`src/rtl/ik_swift_pkg.sv`:
```
// Shared constants and types for the ik_swift Avalon-MM bridge.
package ik_swift_pkg;

    // Core fixed-point word width; bits above 31 travel in the hi register word.
    localparam int DATA_W = 36;

    // Word addresses on the Avalon-MM slave port.
    localparam logic [6:0] ADDR_CTRL     = 7'h00;
    localparam logic [6:0] ADDR_STATUS   = 7'h01;
    localparam logic [6:0] ADDR_CYCLES   = 7'h02;
    localparam logic [6:0] ADDR_IN_BASE  = 7'h10;
    localparam logic [6:0] ADDR_OUT_BASE = 7'h40;

    // CTRL write bits.
    localparam int CTRL_START  = 0;
    localparam int CTRL_CLR    = 1;
    localparam int CTRL_IRQ_EN = 2;

    // STATUS read bits.
    localparam int ST_BUSY = 0;
    localparam int ST_DONE = 1;
    localparam int ST_ERR  = 2;
    localparam int ST_WERR = 3;

    typedef enum logic [1:0] {
        IDLE   = 2'd0,
        LAUNCH = 2'd1,
        RUN    = 2'd2
    } bridge_state_t;

    // True when addr falls inside a lo/hi pair region of 'words' entries starting at base.
    function automatic logic in_region(input logic [6:0] addr, input logic [6:0] base,
                                       input int words);
        return (int'(addr) >= int'(base)) && (int'(addr) < int'(base) + 2 * words);
    endfunction

endpackage

```
`src/rtl/ik_swift_word_bank.sv`:
```
// N-word register bank: 32-bit lo / narrow hi writes, per-word parallel load,
// and a lo/hi read mux that sign-extends the hi part to 32 bits.
module ik_swift_word_bank #(
    parameter int N      = 12,
    parameter int DATA_W = 36,
    localparam int IDX_W = (N > 1) ? $clog2(N) : 1
) (
    input  logic                  clk,
    input  logic                  rst_n,
    input  logic                  wr_en,
    input  logic                  wr_hi,
    input  logic [IDX_W-1:0]      wr_idx,
    input  logic [31:0]           wr_data,
    input  logic [N-1:0]          load_en,
    input  logic [N*DATA_W-1:0]   load_data,
    input  logic [IDX_W-1:0]      rd_idx,
    input  logic                  rd_hi,
    output logic [31:0]           rd_data,
    output logic [N*DATA_W-1:0]   words
);

    logic [DATA_W-1:0] mem [N];
    logic [DATA_W-1:0] rd_word;

    // Word storage: a parallel load takes priority over a bus write to the same word.
    always_ff @(posedge clk or negedge rst_n) begin
        if (!rst_n) begin
            for (int i = 0; i < N; i++) begin
                mem[i] <= '0;
            end
        end else begin
            for (int i = 0; i < N; i++) begin
                if (load_en[i]) begin
                    mem[i] <= load_data[i*DATA_W +: DATA_W];
                end else if (wr_en && (int'(wr_idx) == i)) begin
                    if (wr_hi) begin
                        mem[i][DATA_W-1:32] <= wr_data[DATA_W-33:0];
                    end else begin
                        mem[i][31:0] <= wr_data;
                    end
                end
            end
        end
    end

    // Read mux: out-of-range indices read as zero; hi reads are sign-extended.
    always_comb begin
        rd_word = '0;
        rd_data = '0;
        if (int'(rd_idx) < N) begin
            rd_word = mem[rd_idx];
        end
        if (rd_hi) begin
            rd_data = {{(64-DATA_W){rd_word[DATA_W-1]}}, rd_word[DATA_W-1:32]};
        end else begin
            rd_data = rd_word[31:0];
        end
    end

    // Flat view of all words for the core side.
    for (genvar g = 0; g < N; g++) begin : g_words
        assign words[g*DATA_W +: DATA_W] = mem[g];
    end

endmodule

```
`src/rtl/ik_swift_avalon_bridge.sv`:
```
// Avalon-MM slave that loads ik_swift inputs, launches a run, times it and
// latches the results for readback, with timeout and level interrupt.
module ik_swift_avalon_bridge
    import ik_swift_pkg::*;
#(
    parameter int DATA_W    = 36,
    parameter int IN_WORDS  = 12,
    parameter int OUT_WORDS = 6,
    parameter int TIMEOUT   = 4096,
    parameter int CNT_W     = 16
) (
    input  logic                          clk,
    input  logic                          rst_n,
    input  logic [6:0]                    address,
    input  logic                          chipselect,
    input  logic                          write,
    input  logic [31:0]                   writedata,
    input  logic                          read,
    output logic [31:0]                   readdata,
    output logic                          irq,
    output logic                          core_start,
    output logic [IN_WORDS*DATA_W-1:0]    core_in,
    input  logic                          core_done,
    input  logic [OUT_WORDS*DATA_W-1:0]   core_out
);

    localparam int IN_IDX_W  = (IN_WORDS > 1) ? $clog2(IN_WORDS) : 1;
    localparam int OUT_IDX_W = (OUT_WORDS > 1) ? $clog2(OUT_WORDS) : 1;

    // Valid/ready contract: this slave is always ready. A bus cycle is valid when
    // chipselect is high together with exactly one of write/read; a read returns
    // data on readdata one clock later, and there is no waitrequest.
    logic wr_cyc;
    logic rd_cyc;
    assign wr_cyc = chipselect & write;
    assign rd_cyc = chipselect & read;

    bridge_state_t          state_q, state_d;
    logic [CNT_W-1:0]       cnt_q;
    logic [CNT_W-1:0]       cycles_q;
    logic                   done_q, err_q, werr_q, irq_en_q;
    logic                   busy;
    logic                   done_evt, tmo_evt;

    // Address decode.
    logic                   ctrl_wr, start_wr, clr_wr;
    logic                   in_hit, out_hit;
    logic [6:0]             in_off, out_off;
    logic [IN_IDX_W-1:0]    in_idx;
    logic [OUT_IDX_W-1:0]   out_idx;
    logic                   in_wr;

    assign ctrl_wr  = wr_cyc && (address == ADDR_CTRL);
    assign start_wr = ctrl_wr && writedata[CTRL_START];
    assign clr_wr   = ctrl_wr && writedata[CTRL_CLR];
    assign in_hit   = in_region(address, ADDR_IN_BASE, IN_WORDS);
    assign out_hit  = in_region(address, ADDR_OUT_BASE, OUT_WORDS);
    assign in_off   = address - ADDR_IN_BASE;
    assign out_off  = address - ADDR_OUT_BASE;
    assign in_idx   = IN_IDX_W'(in_off >> 1);
    assign out_idx  = OUT_IDX_W'(out_off >> 1);
    assign in_wr    = wr_cyc && in_hit;

    assign busy       = (state_q != IDLE);
    assign core_start = (state_q == LAUNCH);
    assign irq        = (done_q | err_q) & irq_en_q;

    // Input registers feed the core continuously; bus writes are dropped while busy.
    logic [31:0] in_rd;
    logic [31:0] out_rd;
    logic [OUT_WORDS*DATA_W-1:0] out_words_unused;

    ik_swift_word_bank #(.N(IN_WORDS), .DATA_W(DATA_W)) u_in_bank (
        .clk       (clk),
        .rst_n     (rst_n),
        .wr_en     (in_wr && !busy),
        .wr_hi     (in_off[0]),
        .wr_idx    (in_idx),
        .wr_data   (writedata),
        .load_en   ('0),
        .load_data ('0),
        .rd_idx    (in_idx),
        .rd_hi     (in_off[0]),
        .rd_data   (in_rd),
        .words     (core_in)
    );

    // Result registers load all words together on a completed run.
    ik_swift_word_bank #(.N(OUT_WORDS), .DATA_W(DATA_W)) u_out_bank (
        .clk       (clk),
        .rst_n     (rst_n),
        .wr_en     (1'b0),
        .wr_hi     (1'b0),
        .wr_idx    ('0),
        .wr_data   ('0),
        .load_en   ({OUT_WORDS{done_evt}}),
        .load_data (core_out),
        .rd_idx    (out_idx),
        .rd_hi     (out_off[0]),
        .rd_data   (out_rd),
        .words     (out_words_unused)
    );

    // FSM state register.
    always_ff @(posedge clk or negedge rst_n) begin
        if (!rst_n) begin
            state_q <= IDLE;
        end else begin
            state_q <= state_d;
        end
    end

    // FSM next state and run-completion events; done beats a coincident timeout.
    always_comb begin
        state_d  = state_q;
        done_evt = 1'b0;
        tmo_evt  = 1'b0;
        case (state_q)
            IDLE: begin
                if (start_wr) begin
                    state_d = LAUNCH;
                end
            end
            LAUNCH: begin
                state_d = RUN;
            end
            RUN: begin
                if (core_done) begin
                    done_evt = 1'b1;
                    state_d  = IDLE;
                end else if (cnt_q == CNT_W'(TIMEOUT - 1)) begin
                    tmo_evt = 1'b1;
                    state_d = IDLE;
                end
            end
            default: begin
                state_d = IDLE;
            end
        endcase
    end

    // Run counter counts cycles since core_start (zero in the LAUNCH cycle); status flags.
    always_ff @(posedge clk or negedge rst_n) begin
        if (!rst_n) begin
            cnt_q    <= '0;
            cycles_q <= '0;
            done_q   <= 1'b0;
            err_q    <= 1'b0;
            werr_q   <= 1'b0;
        end else begin
            if (state_q == IDLE && start_wr) begin
                cnt_q <= '0;
            end else if (busy) begin
                cnt_q <= cnt_q + 1'b1;
            end
            if (clr_wr) begin
                done_q <= 1'b0;
                err_q  <= 1'b0;
                werr_q <= 1'b0;
            end
            if (state_q == IDLE && start_wr) begin
                done_q <= 1'b0;
                err_q  <= 1'b0;
            end
            if (done_evt) begin
                done_q   <= 1'b1;
                cycles_q <= cnt_q;
            end
            if (tmo_evt) begin
                err_q <= 1'b1;
            end
            if (in_wr && busy) begin
                werr_q <= 1'b1;
            end
        end
    end

    // IRQ enable is rewritten by every CTRL write.
    always_ff @(posedge clk or negedge rst_n) begin
        if (!rst_n) begin
            irq_en_q <= 1'b0;
        end else if (ctrl_wr) begin
            irq_en_q <= writedata[CTRL_IRQ_EN];
        end
    end

    // Registered read data: one-cycle latency, unmapped addresses read zero.
    always_ff @(posedge clk or negedge rst_n) begin
        if (!rst_n) begin
            readdata <= '0;
        end else if (rd_cyc) begin
            if (address == ADDR_CTRL) begin
                readdata <= {29'b0, irq_en_q, 2'b0};
            end else if (address == ADDR_STATUS) begin
                readdata <= {28'b0, werr_q, err_q, done_q, busy};
            end else if (address == ADDR_CYCLES) begin
                readdata <= 32'(cycles_q);
            end else if (in_hit) begin
                readdata <= in_rd;
            end else if (out_hit) begin
                readdata <= out_rd;
            end else begin
                readdata <= '0;
            end
        end
    end

endmodule

```
`config.mk`:
```
export PLATFORM = sky130hd
export DESIGN_NAME = ik_swift_avalon_bridge
export DESIGN_NICKNAME = d
export VERILOG_FILES = /design/src/rtl/ik_swift_pkg.sv /design/src/rtl/ik_swift_word_bank.sv /design/src/rtl/ik_swift_avalon_bridge.sv
export SDC_FILE = /design/constraint.sdc
export NUM_CORES = 1
export LEC_CHECK = 0
export BUFFER_PORTS_ARGS = -buffer_cell sky130_fd_sc_hd__buf_2
export CORE_AREA = 8 8 392 298
export CTS_CLUSTER_DIAMETER = 30
export CTS_CLUSTER_SIZE = 28
export DETAILED_ROUTE_END_ITERATION = 10
export DIE_AREA = 0 0 400 306
export GPL_ROUTABILITY_DRIVEN = 0
export GPL_TIMING_DRIVEN = 0
export PLACE_DENSITY_LB_ADDON = 0.08
export SETUP_SLACK_MARGIN = 0.4
export SLEW_MARGIN = 10
export SYNTH_ARGS = -nofsm -noshare
export SYNTH_HDL_FRONTEND = slang
export SYNTH_SLANG_ARGS = --single-unit
```
`constraint.sdc`:
```
create_clock -name clk -period 3.85 [get_ports clk]
set_clock_uncertainty 0.05 [all_clocks]
set_input_delay 0 -clock clk [delete_from_list [all_inputs] [get_ports clk]]
set_output_delay 0 -clock clk [all_outputs]
set_load 0.005 [all_outputs]
```
Word-level counts from Yosys, hierarchy flattened
Index checks and enable logic that the tools add are counted.

storage, ports and cells
  bits in registers = 718
  bits of input ports = 261
  output and inout port bits = 466
  word-level logic and storage cells = 160

operators by class
  add/subtract/negate cells = 3
  order comparisons = 8
  equal/unequal tests = 18
  mux-type cells = 31
  bitwise operators = 7
  reduce and logical (&&, ||, !) cells = 55

operators with widths
  kind                                                    number
  2-to-1 mux 32 bit                                       7
  2-to-1 mux 36 bit                                       6
  binary-select mux 36 bit (select 4 bit)                 1
  binary-select mux 36 bit (select 3 bit)                 1
  AND reduction 2 bit                                     25
  equality test 4 bit (second input constant)             8
  2-to-1 mux 16 bit                                       2
  logical AND 1 bit                                       21
  adder 16 x 1 -> 16 bit (second input constant)          1
  equality test 16 x 12 -> 1 bit (second input constant)  1
  2-to-1 mux 1 bit                                        10
  equality test 4 x 3 -> 1 bit (second input constant)    2
  equality test 7 x 1 -> 1 bit (second input constant)    1
  equality test 7 x 2 -> 1 bit (second input constant)    1
  >= comparator 7 x 5 -> 1 bit (second input constant)    1
  >= comparator 7 bit (second input constant)             1
  logical NOT 7 bit                                       1
  < comparator 7 x 6 -> 1 bit (second input constant)     1
  < comparator 7 bit (second input constant)              1
  2-to-1 mux 2 bit                                        3
  case mux 2 bit (3 select lines)                         1
  nonzero test 2 bit                                      3
  nonzero test 3 bit                                      2
  >= comparator 5 bit (second input constant)             1
  other kinds (18)                                        20

Depth between registers and ports, before layout
  depth in word-level cells = 12
  mapped depth = 10
  depth with buffers taken out = 6

Hierarchy
Synthesis repeated with hierarchy kept, for this count alone.

second synthesis, totals
  cells, all modules = 4155
  area total of the unflattened synthesis = 39156.3 um^2

by module, submodules not included
  module                           instances  cells each  area each (um^2)  seq. area each (um^2)
  ik_swift_word_bank (u_in_bank)   1          2385        23558.8           10810.4
  ik_swift_word_bank (u_out_bank)  1          1413        12166.7           5405.2
  ik_swift_avalon_bridge           1          357         3430.8            1751.7

Least setup slack after synthesis
OpenSTA, ideal clock, no wires.

  path type = reg-to-reg
  start point = register state_q[1]
  end point = register u_in_bank.mem (netlist bit u_in_bank.words[100])
  data arrival time = 2.207 ns
  required time = 3.675 ns
  slack = 1.468 ns
  stages on the path, launching flop included = 8
  clock period less this slack = 2.382 ns
  cell sequence = dfrtp_1 -> or2_2 -> clkbuf_1 -> a2111oi_4 -> nand3_1 -> nor2_1 -> buf_4 -> mux2_2

on the way
  longest elaborated chain between the ends = 5

RTL lines
  item                                  RTL line                       text
  start, declared                       ik_swift_avalon_bridge.sv:38   bridge_state_t state_q, state_d;
  start signal, assigned                ik_swift_avalon_bridge.sv:109  state_q <= state_d;
  nonzero test 2 bit                    ik_swift_avalon_bridge.sv:64   assign busy = (state_q != IDLE);
  logical NOT 1 bit                     ik_swift_avalon_bridge.sv:76   .wr_en (in_wr && !busy),
  logical AND 1 bit                     ik_swift_avalon_bridge.sv:76
  logical AND 1 bit                     ik_swift_word_bank.sv:35       end else if (wr_en && (int'(wr_idx) == i)) begin
  AND reduction 2 bit (no source line)  -
  end signal, assigned by index         ik_swift_word_bank.sv:34       mem[i] <= load_data[i*DATA_W +: DATA_W];
  end signal, assigned by index         ik_swift_word_bank.sv:37       mem[i][DATA_W-1:32] <= wr_data[DATA_W-33:0];
  end signal, assigned by index         ik_swift_word_bank.sv:39       mem[i][31:0] <= wr_data;
  end, declared                         ik_swift_word_bank.sv:22       logic [DATA_W-1:0] mem [N];

No other way between the ends.
A chain may end at the register's enable or synchronous reset.

Worst setup path after layout
  start point = register state_q[1]
  end point = register u_in_bank.mem (netlist bit u_in_bank.words[123])

The elaborated chain is that of the path after synthesis.

==> run_results.csv <==
group,metric,value,unit
floorplan,rows,106,
drt,wl_per_cell,27.7,um
finish,seq_area,18000,um^2
power_and_ir_drop,ir_worst_vdd,0.279,mV
synthesis,synth_area_leader_cell,"dfrtp_1",
synthesis,syn_inst,2665,
synthesis,ys.flop_type,"dfrtp_1",
cts,cts_tree,"done",
finish,stdcell_count,5680,
placement,portBuffers,723,
cts,insertion_delay,750,ps
grt,busiest_layer,"met2",
synthesis,synth_edf_count,0,
floorplan,core,111000,um^2
drt,first_iter_violations,1603,
setup_path,critPathArrivalTime,4110,ps
setup_path,required,4400,ps
finish,area_growth_syn_to_layout,51.4,%
timing,layout_min_cycle_time,3560,ps
flow_run,max-cap-violations,0,
worst_hold_path,hp-class,"input pin to register",
floorplan,io_pins,727,
setup_path,crit_fanout,10,
finish,drive_above_1_share,40.7,%
setup_path,cp_cell_sequence,"or2_2 -> clkbuf_1 -> a2111oi_4 -> nand3_1 -> nor2_1 -> buf_4 -> mux2_2",
run_status,outcome,"finished, final reports clean",
drt,drtPass1Iterations,6,
setup_path,critPathMaxStageDelay,830,ps
grt,met2_usage,39.8,%
setup_path,startpoint_type,"register",
synthesis,synth_cell_type_count,58,
power_and_ir_drop,power.leakage,25.6,nW
timing,drv_slew,0,
floorplan,start_util,29.8,%
timing,hold_ws,58.3,ps
timing,tightest_slew,1340,ps
finish,finish.instance_area,49900,um^2
grt,antenna_found_initial,9,
timing,rsz0062_at_grt,"true",
cts,clock_path_buffers,3,
placement,placed_cell_area,38600,um^2
synthesis,syn-cell-area,32900,um^2
synthesis,synth_nets,2927,
cts,cts_max_level,4,
setup_path,crit_buf_inv,2,
worst_hold_path,hp-start,"writedata[22]",
finish,multiInputGateArea,14000,um^2
timing,hold_viol,0,
synthesis,yosysSeqAreaShare,54.6,%
drt,ant_nets,0,
setup_path,crit_path_end_kind,"register",
drt,drc,0,
placement,preCtsSetupSlack,-22.2,ps
cts,ctsRootBufferMaster,"clkbuf_16",
drt,viasPerCell,4.96,
setup_path,slowest_stage,"nor2_1",
timing,post-route-period-util,92.4,%
floorplan,die_w,400,um
power_and_ir_drop,power_density,516,nW/um^2
grt,grt_pass1_vias,30200,
synthesis,synth_commonest_cells,"nand2_1 (746), dfrtp_1 (718), mux2_2 (433)",
timing,fmax,0.281,GHz
synthesis,synthMostInstantiatedCell,"nand2_1",
cts,clk_pin_slew_worst_paths,40,ps
timing,final-setup-viol-count,0,
setup_path,startpoint,"state_q[1]$_DFFE_PN0P_",
timing,max_slew_margin,10.7,%
synthesis,yosys-top-cells-area,"dfrtp_1 (55%), mux2_2 (15%), mux4_2 (9.8%)",
setup_path,crit_type,"register to register",
synthesis,synth_area_per_cell,12.4,um^2
drt,vias,28200,
grt,grt_usage,25.3,%
floorplan,die_h,306,um
grt,grt_start_max_net_pins,102,
cts,cts_buffers,173,
synthesis,yosysWarnings,0,
finish,nFillCells,10500,
synthesis,synthArstFlopShare,100,%
setup_path,r2r-start,"state_q[1]$_DFFE_PN0P_",
grt,use_met3,5.71,%
placement,dp_cells,4853,
synthesis,yosys.area.top_type_share,54.6,%
setup_path,critPathTopFamily,"simple AND/OR/NAND/NOR gates",
power_and_ir_drop,total_power,25.7,mW
grt,grtUsageMet1,34.3,%
floorplan,dieArea,122000,um^2
placement,place_hpwl,115000,um
grt,grt_pass1_wl,224000,um
cts,clock-sinks,718,
grt,grt.overflow.total,0,
finish,nNetsFinal,4336,
synthesis,ys_ff_latch,718,
timing,worst_slack,292,ps
drt,routed_wl,157000,um
layer usage:
layer  vias up  wire length (um)
li1      12300                 -
met1     14700             70400
met2       889             72900
met3       240              8860
met4         4              5230
met5         -                23
final timing paths:
| check | to | slack, ps | cells past startpoint |
|---|---|---|---|
| worst min-delay path | u_in_bank.words[310]$_DFFE_PN0P_ | 60 | 3 |
| worst max-delay path | u_in_bank.words[123]$_DFFE_PN0P_ | 290 | 7 |
| max in group asynchronous | u_in_bank.words[61]$_DFFE_PN0P_ | 2270 | 5 |
| worst min register to register | u_out_bank.words[73]$_DFFE_PN0P_ | 410 | 2 |
| worst max register to register | u_in_bank.words[123]$_DFFE_PN0P_ | 290 | 7 |
| min in group asynchronous | u_out_bank.words[8]$_DFFE_PN0P_ | 430 | 4 |
through the flow:
stage / TNS, ps / utilization (%)
2_1_floorplan: 0 / -
3_3_place_gp: - / 34.7
3_5_place_dp: -22.2 / 34.9
4_1_cts: 0 / 45.0
5_1_grt: 0 / 45.1
6_report: 0 / 45.1
kinds of logic (layout without fill, tap and decap cells):
family / Yosys count / in the layout / synth area share [%]
AOI/OAI and AO/OA: 203 / 203 / 4.40
muxes: 635 / 635 / 26.9
and+or+nand+nor: 886 / 886 / 10.9
adders and majority gates: 1 / 1 / 0.0380
buffers and inverters: 218 / 1769 / 3.09
other: 0 / 6 / 0
xor gates and xnor gates: 4 / 4 / 0.106
DFF: 718 / 718 / 54.6
cell type report:
| cell class | instances | share of cell area [%] |
|---|---|---|
| flip-flops and latches | 718 | 36.0 |
| multi-input cells | 1729 | 28.0 |
| repair buffers | 1234 | 17.8 |
| clock buffers | 225 | 9.66 |
| well taps | 1458 | 3.66 |
| clock inverters | 92 | 2.73 |
| plain buffers | 210 | 2.00 |
| inverters | 8 | 0.0602 |
| diodes | 6 | 0.0301 |
report_power, final:
| group | internal (mW) | switching, mW | total [mW] |
|---|---|---|---|
| Sequential | 7.86 | 0.235 | 8.09 |
| Combinational | 0.999 | 1.10 | 2.10 |
| Clock | 10.8 | 4.72 | 15.5 |
cells in the final DEF, fill, tap and decap left out, types with 10 or more instances in the layout:
master         count
clkbuf_1         150
mux4_2           143
dfrtp_1          718
buf_2            753
nand3_1           41
a21oi_1           46
buf_1             13
a221o_1           17
clkinv_2          32
nor3_1            19
nand2b_1          10
nand2_1          746
nor2_1            24
clkinvlp_4        15
a22oi_1           29
nor2b_1           10
buf_4             27
o21ai_0           40
clkbuf_16        176
bufinv_16         31
o211a_1           12
mux2i_1           24
mux2_2           433
dlygate4sd3_1    503
a221oi_1          31
mux2_4            30
clkbuf_8          23
timing repair:
action | 4_1_cts | 5_1_grt
buffers inserted | 0 | 0
endpoints found under the hold margin | 1060 | 0
hold buffers | 504 | 0
resized for setup | 2 | 11
gates cloned | 0 | 0
setup endpoints to repair | 128 | 198
flip-flops by register name, summed over array words and instances, names as in the netlist:
signal,cells
done_q,1
err_q,1
state_q,2
irq_en_q,1
u_in_bank.words,432
u_out_bank.words,216
cycles_q,16
cnt_q,16
werr_q,1
readdata,32
tightest hold or removal path, cell delays in order:
cell	delay [ps]
dlygate4sd3_1	550
buf_2	120
mux2_2	140
(Power assumes the default switching activity.)
